<file path="src/rtl/random_grant_sched_if.sv">
// rtl/random_grant_sched_if.sv - request/grant and tagged response channel bundle
interface random_grant_sched_if #(
  parameter int NUM   = 3,
  parameter int DSIZE = 8
);
  localparam int IW = (NUM > 1) ? $clog2(NUM) : 1;

  logic [NUM-1:0]   req;
  logic [NUM-1:0]   gnt;
  logic             rsp_valid;
  logic             rsp_ready;
  logic [DSIZE-1:0] rsp_data;
  logic [IW-1:0]    rsp_id;
  logic             busy;

  // Scheduler side: takes requests and the response accept, drives everything else.
  modport slave (
    input  req,
    input  rsp_ready,
    output gnt,
    output rsp_valid,
    output rsp_data,
    output rsp_id,
    output busy
  );

  // Consumer side: raises requests and accepts responses.
  modport master (
    output req,
    output rsp_ready,
    input  gnt,
    input  rsp_valid,
    input  rsp_data,
    input  rsp_id,
    input  busy
  );
endinterface

</file>
<file path="src/rtl/random_grant_sched.sv">
// rtl/random_grant_sched.sv - round-robin arbitrated, range-reduced LFSR draw scheduler
module random_grant_sched #(
  parameter int          NUM         = 3,
  parameter int          DSIZE       = 8,
  parameter int          BEGIN_VALUE = 0,
  parameter int          END_VALUE   = 100,
  parameter logic [15:0] SEED        = 16'hACE1
) (
  input  logic                clock,
  input  logic                rst_n,
  random_grant_sched_if.slave bus
);
  localparam int IW = (NUM > 1) ? $clog2(NUM) : 1;
  // One extra bit so last + 1 + offset never overflows before the wrap.
  localparam int CW = IW + 1;
  // Wide enough to hold RANGE shifted by 15 without losing bits.
  localparam int WW = 16 + DSIZE + 1;
  localparam int RANGE = END_VALUE - BEGIN_VALUE + 1;

  // An all-zero seed would lock the LFSR at zero forever.
  localparam logic [15:0]      SEED_EFF = (SEED == 16'h0000) ? 16'h0001 : SEED;
  localparam logic [15:0]      TAPS     = 16'hB400;
  localparam logic [WW-1:0]    RANGE_W  = WW'(RANGE);
  localparam logic [DSIZE-1:0] BEGIN_D  = DSIZE'(BEGIN_VALUE);

  typedef enum logic [1:0] {
    S_IDLE   = 2'd0,
    S_STEP   = 2'd1,
    S_REDUCE = 2'd2,
    S_OUT    = 2'd3
  } state_t;

  state_t           r_state;
  logic [15:0]      r_lfsr;
  logic [WW-1:0]    r_work;
  logic [3:0]       r_k;
  logic [IW-1:0]    r_id;
  logic [IW-1:0]    r_last;
  logic [NUM-1:0]   r_gnt;
  logic             r_rsp_valid;
  logic [DSIZE-1:0] r_rsp_data;
  logic [IW-1:0]    r_rsp_id;
  logic             r_busy;

  logic [15:0]      w_lfsr_next;
  logic [WW-1:0]    w_div;
  logic             w_ge;
  logic [WW-1:0]    w_work_next;
  logic             w_found;
  logic [IW-1:0]    w_sel_id;
  logic [CW-1:0]    w_cand;

  assign w_lfsr_next = {1'b0, r_lfsr[15:1]} ^ (r_lfsr[0] ? TAPS : 16'h0000);

  // One restoring-division step: subtract the shifted range when it fits.
  assign w_div       = RANGE_W << r_k;
  assign w_ge        = (r_work >= w_div);
  assign w_work_next = w_ge ? (r_work - w_div) : r_work;

  // Pick the first active request after the last served one, wrapping around.
  always_comb begin
    w_found  = 1'b0;
    w_sel_id = '0;
    w_cand   = '0;
    for (int i = 0; i < NUM; i++) begin
      w_cand = CW'(r_last) + CW'(1) + CW'(i);
      if (w_cand >= CW'(NUM)) begin
        w_cand = w_cand - CW'(NUM);
      end
      if (!w_found && bus.req[w_cand[IW-1:0]]) begin
        w_found  = 1'b1;
        w_sel_id = w_cand[IW-1:0];
      end
    end
  end

  // Grant, step, reduce, deliver; all outputs are registered here.
  always_ff @(posedge clock) begin
    if (!rst_n) begin
      r_state     <= S_IDLE;
      r_lfsr      <= SEED_EFF;
      r_work      <= '0;
      r_k         <= '0;
      r_id        <= '0;
      r_last      <= IW'(NUM - 1);
      r_gnt       <= '0;
      r_rsp_valid <= 1'b0;
      r_rsp_data  <= '0;
      r_rsp_id    <= '0;
      r_busy      <= 1'b0;
    end else begin
      r_gnt <= '0;
      case (r_state)
        S_IDLE: begin
          if (w_found) begin
            r_id    <= w_sel_id;
            r_gnt   <= NUM'(1) << w_sel_id;
            r_busy  <= 1'b1;
            r_state <= S_STEP;
          end
        end
        S_STEP: begin
          r_lfsr  <= w_lfsr_next;
          r_work  <= WW'(w_lfsr_next);
          r_k     <= 4'd15;
          r_state <= S_REDUCE;
        end
        S_REDUCE: begin
          r_work <= w_work_next;
          if (r_k == 4'd0) begin
            r_rsp_valid <= 1'b1;
            r_rsp_data  <= w_work_next[DSIZE-1:0] + BEGIN_D;
            r_rsp_id    <= r_id;
            r_state     <= S_OUT;
          end else begin
            r_k <= r_k - 4'd1;
          end
        end
        S_OUT: begin
          if (bus.rsp_ready) begin
            r_last      <= r_id;
            r_rsp_valid <= 1'b0;
            r_busy      <= 1'b0;
            r_state     <= S_IDLE;
          end
        end
        default: begin
          r_state <= S_IDLE;
        end
      endcase
    end
  end

  assign bus.gnt       = r_gnt;
  assign bus.rsp_valid = r_rsp_valid;
  assign bus.rsp_data  = r_rsp_data;
  assign bus.rsp_id    = r_rsp_id;
  assign bus.busy      = r_busy;
endmodule

</file>
<file path="src/flat_wrapper.sv">
// flat-port wrapper written by rule: the top's interface ports become plain ports
module random_grant_sched_flat 
#(
  parameter int          NUM         = 3,
  parameter int          DSIZE       = 8,
  parameter int          BEGIN_VALUE = 0,
  parameter int          END_VALUE   = 100,
  parameter logic [15:0] SEED        = 16'hACE1
)
  (clock, rst_n, bus_req, bus_rsp_ready, bus_gnt, bus_rsp_valid, bus_rsp_data, bus_rsp_id, bus_busy);
  random_grant_sched_if #(.NUM(NUM), .DSIZE(DSIZE)) bus_i ();
  input  logic clock;
  input  logic rst_n;
  input wire logic [$bits(bus_i.req)-1:0] bus_req;
  input wire logic [$bits(bus_i.rsp_ready)-1:0] bus_rsp_ready;
  output wire logic [$bits(bus_i.gnt)-1:0] bus_gnt;
  output wire logic [$bits(bus_i.rsp_valid)-1:0] bus_rsp_valid;
  output wire logic [$bits(bus_i.rsp_data)-1:0] bus_rsp_data;
  output wire logic [$bits(bus_i.rsp_id)-1:0] bus_rsp_id;
  output wire logic [$bits(bus_i.busy)-1:0] bus_busy;
  assign bus_i.req = bus_req;
  assign bus_i.rsp_ready = bus_rsp_ready;
  assign bus_gnt = bus_i.gnt;
  assign bus_rsp_valid = bus_i.rsp_valid;
  assign bus_rsp_data = bus_i.rsp_data;
  assign bus_rsp_id = bus_i.rsp_id;
  assign bus_busy = bus_i.busy;
  random_grant_sched #(.NUM(NUM), .DSIZE(DSIZE), .BEGIN_VALUE(BEGIN_VALUE), .END_VALUE(END_VALUE), .SEED(SEED)) u_core (.clock(clock), .rst_n(rst_n), .bus(bus_i));
endmodule
</file>
<file path="config.mk">
export PLATFORM = sky130hd
export DESIGN_NAME = random_grant_sched_flat
export DESIGN_NICKNAME = d
export VERILOG_FILES = /design/src/rtl/random_grant_sched_if.sv /design/src/rtl/random_grant_sched.sv /design/src/flat_wrapper.sv
export SDC_FILE = /design/constraint.sdc
export NUM_CORES = 1
export LEC_CHECK = 0
export CAP_MARGIN = 5
export CELL_PAD_IN_SITES_DETAIL_PLACEMENT = 0
export CELL_PAD_IN_SITES_GLOBAL_PLACEMENT = 2
export CORE_MARGIN = 10
export CORE_UTILIZATION = 37
export CTS_BUF_LIST = sky130_fd_sc_hd__clkbuf_2 sky130_fd_sc_hd__clkbuf_4 sky130_fd_sc_hd__clkbuf_8
export DETAILED_ROUTE_END_ITERATION = 12
export GPL_ROUTABILITY_DRIVEN = 1
export PLACE_DENSITY_LB_ADDON = 0.08
export SLEW_MARGIN = 30
export SYNTH_ARGS = -nofsm -noshare
export SYNTH_HDL_FRONTEND = slang
export SYNTH_SLANG_ARGS = --single-unit
</file>
<file path="constraint.sdc">
create_clock -name clock -period 4.44 [get_ports clock]
set_input_delay 0.666 -clock clock [delete_from_list [all_inputs] [get_ports clock]]
set_output_delay 0.666 -clock clock [all_outputs]
set_load 0.1 [all_outputs]
</file>
# Word level (Yosys, flattened, before mapping)
# Index checks and enable logic that the tools add are counted.
# word_totals
reg_bits,66
wordCells,85
output_inout_bits,15
in_bits,6
# classes
n_bitwise,1
n_eq_ne,8
n_addsub,8
shifts,2
reduce_logical,18
magnitude_cmp,7
mux,29
# ops
op,count
one-hot mux 25 bit (2 select lines),1
>= comparator 25 bit,1
2-to-1 mux 25 bit,1
left shift 7 x 4 -> 25 bit (first input constant),1
subtractor 25 bit,1
2-to-1 mux 2 bit,9
2-to-1 mux 16 bit,1
bitwise XOR 15 x 16 -> 16 bit,1
AND reduction 3 bit,4
AND reduction 2 bit,5
>= comparator 3 x 2 -> 1 bit (second input constant),3
< comparator 2 x 3 -> 1 bit (second input constant),3
2-to-1 mux 1 bit,9
one-hot mux 2 bit (4 select lines),1
one-hot mux 4 bit (2 select lines),1
binary-select mux 1 bit (select 2 bit),3
!= test 2 x 1 -> 1 bit (second input constant),3
nonzero test 2 bit,3
subtractor 2 bit (second input constant),3
== test 2 bit (second input constant),2
zero test 4 bit,1
2-to-1 mux 4 bit,1
!= test 2 bit (second input constant),2
one-hot mux 1 bit (2 select lines),2
9 further kinds,11

# Logic depth before layout (Yosys ltp)
# Gate-level depths: netlist of the first run.
# logic_depth
word_depth,14
depth_mapped,16
ltp_nobuf,14

# Least setup slack after synthesis of the first run
# No wires, ideal clock.
# synth_path
path_type,reg2reg
start,register u_core.r_k[0]
end,register u_core.r_work[24]
required_ps,4370
period_less_slack_ps,3549
setup_time_ps,70
path_stages_with_launch,16
slack_ps,891
arrival_time_ps,3478
path_buffers,1
cell_sequence,dfxtp_1 -> clkbuf_1 -> inv_1 -> ha_1 -> inv_1 -> mux2_2 -> a22oi_1 -> ha_1 -> nand4_2 -> or3_1 -> nor4_2 -> or3b_2 -> o21a_4 -> o2111ai_2 -> or4_1 -> a21oi_1
# synth_via
elab_chain_cells,4
word_cells_on_any_way,7
classes_between,1 x add/sub; 1 x order compare; 1 x eq/ne; 1 x shift; 2 x mux; 1 x reduce/logical
# synth_rtl
element,line,text
from (decl),random_grant_sched.sv:36,logic [3:0] r_k;
from (signal assigned),random_grant_sched.sv:116,r_k <= r_k - 4'd1;
left shift 7 x 4 -> 25 bit (*),random_grant_sched.sv:56,assign w_div = RANGE_W << r_k;
subtractor 25 bit / >= comparator 25 bit (equally long branches),"random_grant_sched.sv:58, random_grant_sched.sv:57",
2-to-1 mux 25 bit / != test 2 x 1 -> 1 bit (equally long branches),n/a,
one-hot mux 25 bit (2 select lines) / AND reduction 2 bit (equally long branches),n/a,
to (signal assigned),random_grant_sched.sv:104,r_work <= WW'(w_lfsr_next);
to (signal assigned),random_grant_sched.sv:109,r_work <= w_work_next;
to (decl),random_grant_sched.sv:35,logic [WW-1:0] r_work;
# Mark *: on every way between the ends. The rest lies on a longest branch, timed or not. The select of a mux whose other input is x is not followed.
# A chain may end at the register's enable or synchronous reset.

# Final worst setup path of the first run
# Ends and elaborated chain as after synthesis.

==> flow_metrics.tcl, run 1 <==
set metrics [dict create \
    end_kind "flip-flop" \
    startpoint "u_core.r_k[0]$_SDFFE_PN0P_" \
    cts_buffers 9 \
    worstPathArrival_ns 4.34 \
    critPathSlowestCell "dfxtp_1" \
    outcome "finished clean" \
    start_kind "flip-flop" \
    clock_skew_ns 0.006687 \
    ys_seq_area_share_pct 31.65 \
    grt_pass1_wl_um 18620 \
    min_period_ns 4.073 \
    clk_pin_slew_ns 0.07 \
    slowest_delay_ns 0.51 \
    root_buffer "clkbuf_8" \
    synth_seq_cells 66 \
    rows 38 \
    fin_util_pct 43.17 \
    ioPinCount 21 \
    cp_top_family "simple AND/OR/NAND/NOR gates" \
    r2r_cells 14 \
    final_cell_area_mm2 0.004721 \
    portBuffers 20 \
    start_util_pct 38.17 \
    highest_layer "met4" \
    ys_types 55 \
    setup_viol 0 \
    die_y_um 126.2 \
    cts-htree-levels 3 \
    cts_sinks 66 \
    r2r_slack_ns 0.37 \
    drv_cap 0 \
    num_antenna_cells 0 \
    path_max_fanout 15 \
    cts_tree "done" \
    postSynthCellCount 523 \
    dr_wl_met2_um 5202 \
    synth-edff-count 0 \
    yosysWarnings 0 \
    place_inst 662 \
    routabilityCongestion 0.8358 \
    grt.overflow.total 0 \
    core_mm2 0.01094 \
    setup_tns_ns 0 \
    route.detailed.wl_per_inst_um 16.64 \
    cp_cell_sequence "inv_1, ha_1, inv_1, mux2_2, a22oi_1, ha_1, nand4_2, or3_1, nor4_2, or3b_2, o21a_4, o2111ai_2, or4_1, a21oi_1" \
    dr.pass1.iters 5 \
    route.antenna.remaining_nets 0 \
    fmax_ghz 0.2455 \
    hold_violations 0 \
    ctsHoldBuffers 0 \
    final_cell_mix "dfxtp_1 (66), nand2_1 (59), nor2_1 (54)" \
    vias_per_cell 5.443 \
    final_common_cell "dfxtp_1" \
    grt_pass1_vias 3550 \
    clk-insertion-delay-late_ns 0.34 \
    synth_area_mm2 0.004174 \
    ys.flop_type "dfxtp_1" \
    slew_headroom_pct 34.66 \
    critPathKind "flip-flop to flip-flop" \
    final_nets 575 \
    antenna_found_initial 0 \
    crit_end "u_core.r_work[24]$_SDFFE_PN0P_" \
    synth_fp_nets 565 \
    cp.depth 14 \
    cts_setup_buffers 0 \
    final_cells 677 \
    drive_gt1_share_pct 6.145 \
    grt_use_total_pct 14.14 \
    final.period_utilization_pct 91.74 \
    finalMaxSlewViolations 0 \
    crit_required_ns 4.71 \
    tightest_slew_ns 0.9771 \
    vias 3685 \
    syn_area_per_cell_um2 7.981 \
    totalWireLength_um 11270 \
    ys_async_sr_fraction_pct 0 \
    timing.critical_path.buf_inv 2 \
    cts_buffer_depth 2 \
    rsz0062_at_grt "false" \
    rr_startpoint "u_core.r_k[0]$_SDFFE_PN0P_" \
    placed_area_mm2 0.004492 \
    die_w_um 126.2 \
    grt_start_max_net_pins 40 \
    worst_hold_path_type "flip-flop to flip-flop" \
    reg2reg_to "u_core.r_work[24]$_SDFFE_PN0P_" \
    hp-start "u_core.r_work[21]$_SDFFE_PN0P_" \
    m1WireLength_um 5638 \
    area_delta_synth_final_pct 13.10 \
    drc 0 \
    die_area_mm2 0.01593 \
    hpwlAfterDp_um 8602 \
    wl_met3_um 320 \
    first_iter_violations 219 \
]
==> per-layer routing <==
metal  vias up  track usage, %
met2        45           23.24
met5         -               0
li1       1894               -
met3        10           3.020
met4         0           3.282
met1      1736           18.44
==> logic make-up after synthesis <==
group	Yosys count	share of synthesized area, %
xor gates and xnor gates	21	4.407
buffers and inverters	48	4.347
muxes	28	6.775
DFF	66	31.65
adders and majority gates	36	10.97
AOI/OAI and AO/OA	145	22.27
and+or+nand+nor	179	19.57
==> stage by stage <==
step	hold WS [ns]	setup slack [ns]
after floorplan	0.4478	0.8913
after global placement	0.4568	0.4395
after detailed placement	0.4670	0.3380
after CTS	0.4769	0.3341
after global routing	0.4938	0.009321
final	0.4733	0.3668
==> how the worst min path moves through the flow <==
stage                                                end  slack, ns  cells after the start
final                     u_core.r_work[21]$_SDFFE_PN0P_       0.47                      2
after global routing      u_core.r_work[21]$_SDFFE_PN0P_       0.49                      2
after CTS                 u_core.r_work[21]$_SDFFE_PN0P_       0.48                      2
after detailed placement  u_core.r_work[21]$_SDFFE_PN0P_       0.47                      2
after global placement    u_core.r_work[19]$_SDFFE_PN0P_       0.46                      2
after floorplan           u_core.r_work[18]$_SDFFE_PN0P_       0.45                      2
==> registers in the layout (all words and copies together), names as in the netlist <==
name                  flops
u_core.bus.rsp_valid      1
u_core.bus.busy           1
u_core.r_work            25
u_core.bus.gnt            3
u_core.r_state            2
u_core.bus.rsp_data       8
u_core.r_k                4
u_core.r_lfsr            16
u_core.bus.rsp_id         2
u_core.r_last             2
u_core.r_id               2
==> worst reg2reg max path, stage by stage (launching register included) <==
cell       delay, ns
dfxtp_1         0.51
inv_1           0.17
ha_1            0.40
inv_1           0.07
mux2_2          0.28
a22oi_1         0.20
ha_1            0.24
nand4_2         0.14
or3_1           0.40
nor4_2          0.38
or3b_2          0.22
o21a_4          0.25
o2111ai_2       0.18
or4_1           0.43
a21oi_1         0.14
==> cells in the mapped netlist (2+ instances only) <==
cell type | instances | area [um^2]
ha_1 | 35 | 437.9
mux2i_1 | 26 | 260.3
o221ai_1 | 10 | 87.58
nor2_1 | 54 | 202.7
o31ai_1 | 4 | 30.03
xor2_1 | 9 | 78.83
o41ai_2 | 2 | 32.53
o211ai_1 | 3 | 22.52
a211oi_1 | 2 | 15.01
inv_1 | 21 | 78.83
a21o_1 | 5 | 37.54
o21ai_0 | 32 | 160.2
nand2b_1 | 4 | 25.02
nand3_1 | 22 | 110.1
o21a_1 | 5 | 37.54
nor2b_1 | 7 | 43.79
o22ai_1 | 5 | 31.28
or3_1 | 3 | 18.77
clkbuf_1 | 21 | 78.83
nor4_1 | 2 | 12.51
dfxtp_1 | 66 | 1321
and3_1 | 6 | 37.54
a22oi_1 | 6 | 45.04
xnor2_1 | 12 | 105.1
nor3_1 | 9 | 45.04
o21ai_1 | 2 | 10.01
nand2_1 | 60 | 225.2
a21oi_1 | 51 | 255.2
mux2_2 | 2 | 22.52
a211o_1 | 2 | 17.52
buf_1 | 5 | 18.77
a31oi_1 | 3 | 18.77
nand4_1 | 4 | 25.02
o311ai_0 | 2 | 17.52
==> final cells by class <==
class | instances | area, um^2
inverters | 21 | 78.83
well taps | 140 | 175.2
repair buffers | 26 | 245.2
clock inverters | 2 | 60.06
flip-flops and latches | 66 | 1321
clock buffers | 13 | 166.4
fillers | 1139 | 6215
multi-input cells | 409 | 2674
==> what timing repair did <==
action	CTS	global route
resized for setup	0	1
endpoints found under the setup margin	0	1
hold endpoints to repair	0	0
Power of run 1 is left out: the tool's default activity adds up to more than one toggle a clock period on the data nets, which glitch-free logic cannot reach.
==> run 2, diff against run 1 <==
Settings changed: CORE_ASPECT_RATIO from default to 1.1.
==> flow_metrics.tcl, run 2 (synthesized netlist as in run 1, its figures left out) <==
set metrics [dict create \
    route.antenna.remaining_nets 0 \
    setup_viol 0 \
    min_period_ns 4.119 \
    cp_top_family "simple AND/OR/NAND/NOR gates" \
    start_kind "flip-flop" \
    cts_setup_buffers 0 \
    vias 3745 \
    grt_pass1_vias 3600 \
    r2r_slack_ns 0.32 \
    ioPinCount 21 \
    final_nets 577 \
    holdPathEnd "u_core.r_work[17]$_SDFFE_PN0P_" \
    core_mm2 0.01096 \
    setup_tns_ns 0 \
    largest_reg_flops 25 \
    rsz0062_at_grt "false" \
    top_register "u_core.r_work" \
    gr-usage-met3_pct 2.442 \
    die_y_um 131.4 \
    area_delta_synth_final_pct 13.13 \
    num_antenna_cells 0 \
    portBuffers 20 \
    cts_sinks 66 \
    use_met2_pct 23.13 \
    vias_per_cell 5.451 \
    clk-insertion-delay-late_ns 0.35 \
    rows 40 \
    critPathSlowestCell "dfxtp_1" \
    drc 0 \
    crit_required_ns 4.71 \
    cts_tree "done" \
    grt.overflow.total 0 \
    hold_violations 0 \
    drive_gt1_share_pct 6.481 \
    r2r_cells 14 \
    finalMaxSlewViolations 0 \
    drv_cap 0 \
    worst_hold_path_type "flip-flop to flip-flop" \
    final.period_utilization_pct 92.78 \
    min_path_cells 2 \
    clock_skew_ns 0.009673 \
    cp_cell_sequence "inv_1, ha_1, inv_1, mux2_2, a22oi_1, ha_1, nand4_2, or3_1, nor4_2, or3b_2, o21a_4, o2111ai_2, or4_1, a21oi_1" \
    tightest_slew_ns 0.9718 \
    clk_pin_slew_ns 0.07 \
    totalWireLength_um 11470 \
    rr_startpoint "u_core.r_k[0]$_SDFFE_PN0P_" \
    die_w_um 121.3 \
    slew_headroom_pct 35.01 \
    first_iter_violations 180 \
    fmax_ghz 0.2428 \
    grt_use_total_pct 14.44 \
    outcome "finished clean" \
    cts_buffers 9 \
    worstPathArrival_ns 4.39 \
    path_max_fanout 15 \
    final_common_cell "dfxtp_1" \
    start_util_pct 38.08 \
    slowest_delay_ns 0.52 \
    hpwlAfterDp_um 8661 \
    startpoint "u_core.r_k[0]$_SDFFE_PN0P_" \
    antenna_found_initial 0 \
    top_usage_layer "met2" \
    root_buffer "clkbuf_8" \
    cts_buffer_depth 2 \
    grt_start_max_net_pins 40 \
    timing.critical_path.buf_inv 2 \
    route.detailed.wl_per_inst_um 16.69 \
    hp-start "u_core.r_work[17]$_SDFFE_PN0P_" \
    cts-htree-levels 3 \
    final_cell_mix "dfxtp_1 (66), nand2_1 (60), nor2_1 (54)" \
    grt_pass1_wl_um 18660 \
    end_kind "flip-flop" \
    reg2reg_to "u_core.r_work[24]$_SDFFE_PN0P_" \
    die_area_mm2 0.01593 \
    critPathKind "flip-flop to flip-flop" \
    globalRouteMet1Util_pct 18.85 \
    routabilityCongestion 0.8209 \
    dr.pass1.iters 4 \
]
run 2: cell types whose count changed in the layout (fill, tap and decap cells not counted), sizes merged:
| cell | change |
|---|---|
| buf | +2 |
| clkinv | +3 |
| clkbuf | -3 |
| inv | +1 |
| bufinv | -1 |
| clkinvlp | +1 |
run 2: worst register-to-register path, cell delays in order (launching register included):
cell       delay, ns
dfxtp_1         0.52
inv_1           0.18
ha_1            0.41
inv_1           0.07
mux2_2          0.28
a22oi_1         0.21
ha_1            0.24
nand4_2         0.14
or3_1           0.41
nor4_2          0.38
or3b_2          0.21
o21a_4          0.25
o2111ai_2       0.19
or4_1           0.43
a21oi_1         0.14
run 2: cell type report:
class	instances	area (um^2)
clock buffer	10	137.6
sequential	66	1321
timing repair buffer	28	260.3
inverter	21	78.83
multi-input combinational	409	2675
fill	1117	6238
clock inverter	6	65.06
tap	147	183.9
run 2: what timing repair did:
action                     in CTS  in global routing
hold buffers                    0                  0
gates resized for setup         0                  1
setup endpoints to repair       0                  7
run 2: how the worst max path moves through the flow:
stage / to / slack (ns) / cells after the start
2_1_floorplan: u_core.r_work[24]$_SDFFE_PN0P_ / 0.89 / 15
3_3_place_gp: u_core.r_work[24]$_SDFFE_PN0P_ / 0.42 / 14
3_5_place_dp: u_core.r_work[24]$_SDFFE_PN0P_ / 0.34 / 14
4_1_cts: u_core.r_work[24]$_SDFFE_PN0P_ / 0.31 / 14
5_1_grt: u_core.r_work[24]$_SDFFE_PN0P_ / 0.04 / 14
6_report: u_core.r_work[24]$_SDFFE_PN0P_ / 0.32 / 14
run 2: metal layers:
metal  share of wire [%]  vias to the layer above  wire length, um
met2                  47                       58             5412
met3                 2.6                       16              295
met4                 2.3                        0              261
met5                   0                        -                0
met1                  48                     1777             5497
li1                    -                     1894                -
run 2: per-stage QoR:
stage,hold slack (ns),utilization (%),instance area [um^2],cells,setup WS [ns]
after floorplan,0.4478,-,4174,523,0.8913
after global placement,0.4577,41.20,4516,671,0.4201
after detailed placement,0.4662,41.20,4516,671,0.3426
after CTS,0.4775,43.05,4718,687,0.3104
after global routing,0.5006,43.08,4722,687,0.03770
final,0.4756,43.08,4722,687,0.3207
Power of run 2 is left out for the same reason.
==> run 3, diff against run 2 <==
Settings changed: PLACE_DENSITY_LB_ADDON 0.08 to 0.1.
==> flow_metrics.tcl, run 3 (synthesized netlist as in run 1, its figures left out) <==
set metrics [dict create \
    ioPinCount 21 \
    setup_tns_ns 0 \
    cts_setup_buffers 0 \
    totalWireLength_um 11400 \
    clock_skew_ns 0.008776 \
    cts-htree-levels 3 \
    routabilityCongestion 0.8150 \
    start_kind "flip-flop" \
    min_period_ns 4.080 \
    final_cells 686 \
    core_mm2 0.01096 \
    r2r_cells 14 \
    final.period_utilization_pct 91.88 \
    top_register "u_core.r_work" \
    rsz0062_at_grt "false" \
    die_area_mm2 0.01593 \
    final_nets 577 \
    largest_reg_flops 25 \
    place_inst 671 \
    route.detailed.wl_per_inst_um 16.62 \
    hpwlAfterDp_um 8687 \
    root_buffer "clkbuf_8" \
    drive_gt1_share_pct 6.308 \
    outcome "finished clean" \
    rows 40 \
    clk_pin_slew_ns 0.07 \
    fmax_ghz 0.2451 \
    drc 0 \
    path_max_fanout 15 \
    grt_use_total_pct 14.42 \
    final_cell_mix "dfxtp_1 (66), nand2_1 (60), nor2_1 (54)" \
    worstPathArrival_ns 4.36 \
    critPathSlowestCell "dfxtp_1" \
    cts_buffers 9 \
    first_iter_violations 268 \
    cp.depth 14 \
    finalMaxSlewViolations 0 \
    cts_sinks 66 \
    min_path_cells 2 \
    die_y_um 131.4 \
    slowest_delay_ns 0.52 \
    slew_headroom_pct 34.35 \
    grt_start_max_net_pins 40 \
    dr.pass1.iters 4 \
    portBuffers 20 \
    crit_required_ns 4.72 \
    drv_cap 0 \
    cts_buffer_depth 2 \
    grt.overflow.total 0 \
    area_delta_synth_final_pct 12.86 \
    vias 3699 \
    setup_viol 0 \
    cp_cell_sequence "inv_1, ha_1, inv_1, mux2_2, a22oi_1, ha_1, nand4_2, or3_1, nor4_2, or3b_2, o21a_4, o2111ai_2, or4_1, a21oi_1" \
    cp_top_family "simple AND/OR/NAND/NOR gates" \
    tightest_slew_ns 0.9817 \
    timing.critical_path.buf_inv 2 \
    start_util_pct 38.08 \
    end_kind "flip-flop" \
    hold_violations 0 \
    clk-insertion-delay-late_ns 0.35 \
    die_w_um 121.3 \
    route.antenna.remaining_nets 0 \
    final_common_cell "dfxtp_1" \
    critPathKind "flip-flop to flip-flop" \
    grt_pass1_vias 3521 \
    antenna_found_initial 0 \
    worst_hold_path_type "flip-flop to flip-flop" \
    final.setup.worst_slack_ns 0.3604 \
    grt_pass1_wl_um 18510 \
    num_antenna_cells 0 \
    vias_per_cell 5.392 \
    pre_cts_slack_ns 0.3569 \
    cts_tree "done" \
    fin_util_pct 42.98 \
]
[run 3: cell types whose count changed in the layout (fill, tap and decap cells not counted)]
cell	before	now
clkinvlp_4	1	2
clkinv_2	2	1
clkbuf_8	10	9
[run 3: stage by stage]
stage | hold slack (ns) | cell area (um^2)
final | 0.4737 | 4711
after global routing | 0.4990 | 4711
after CTS | 0.4744 | 4707
after detailed placement | 0.4615 | 4516
after global placement | 0.4542 | 4516
after floorplan | 0.4478 | 4174
[run 3: what timing repair did]
item                       4_1_cts  5_1_grt
resized for setup                0        1
setup endpoints to repair        0        6
hold buffers                     0        0
[run 3: final cells by class]
type / count / area (um^2)
Clock inverter: 6 / 67.56
Sequential cell: 66 / 1321
Fill cell: 1122 / 6250
Multi-Input combinational cell: 409 / 2675
Inverter: 21 / 78.83
Clock buffer: 9 / 123.9
Timing Repair Buffer: 28 / 260.3
Tap cell: 147 / 183.9
[run 3: metal layers]
metal	up-vias	GRT usage, %	share of wire [%]
met5	-	0	0
met4	0	4.907	1.4
met3	12	2.485	2.9
met2	50	23.28	48
met1	1737	18.82	47
li1	1900	-	-
[run 3: worst paths after layout]
check / startpoint / end / slack (ns)
setup / recovery: u_core.r_k[0]$_SDFFE_PN0P_ / u_core.r_work[24]$_SDFFE_PN0P_ / 0.36
hold reg to reg: u_core.r_work[17]$_SDFFE_PN0P_ / u_core.r_work[17]$_SDFFE_PN0P_ / 0.47
hold / removal: u_core.r_work[17]$_SDFFE_PN0P_ / u_core.r_work[17]$_SDFFE_PN0P_ / 0.47
setup reg to reg: u_core.r_k[0]$_SDFFE_PN0P_ / u_core.r_work[24]$_SDFFE_PN0P_ / 0.36
[run 3: worst min-delay path: cells and delay by family (launching register included)]
kind	cells	cell delay, ns
flip-flops	1	0.32
AO/OA/AOI/OAI	1	0.05
AND/OR/NAND/NOR	1	0.06
Power of run 3 is left out for the same reason.
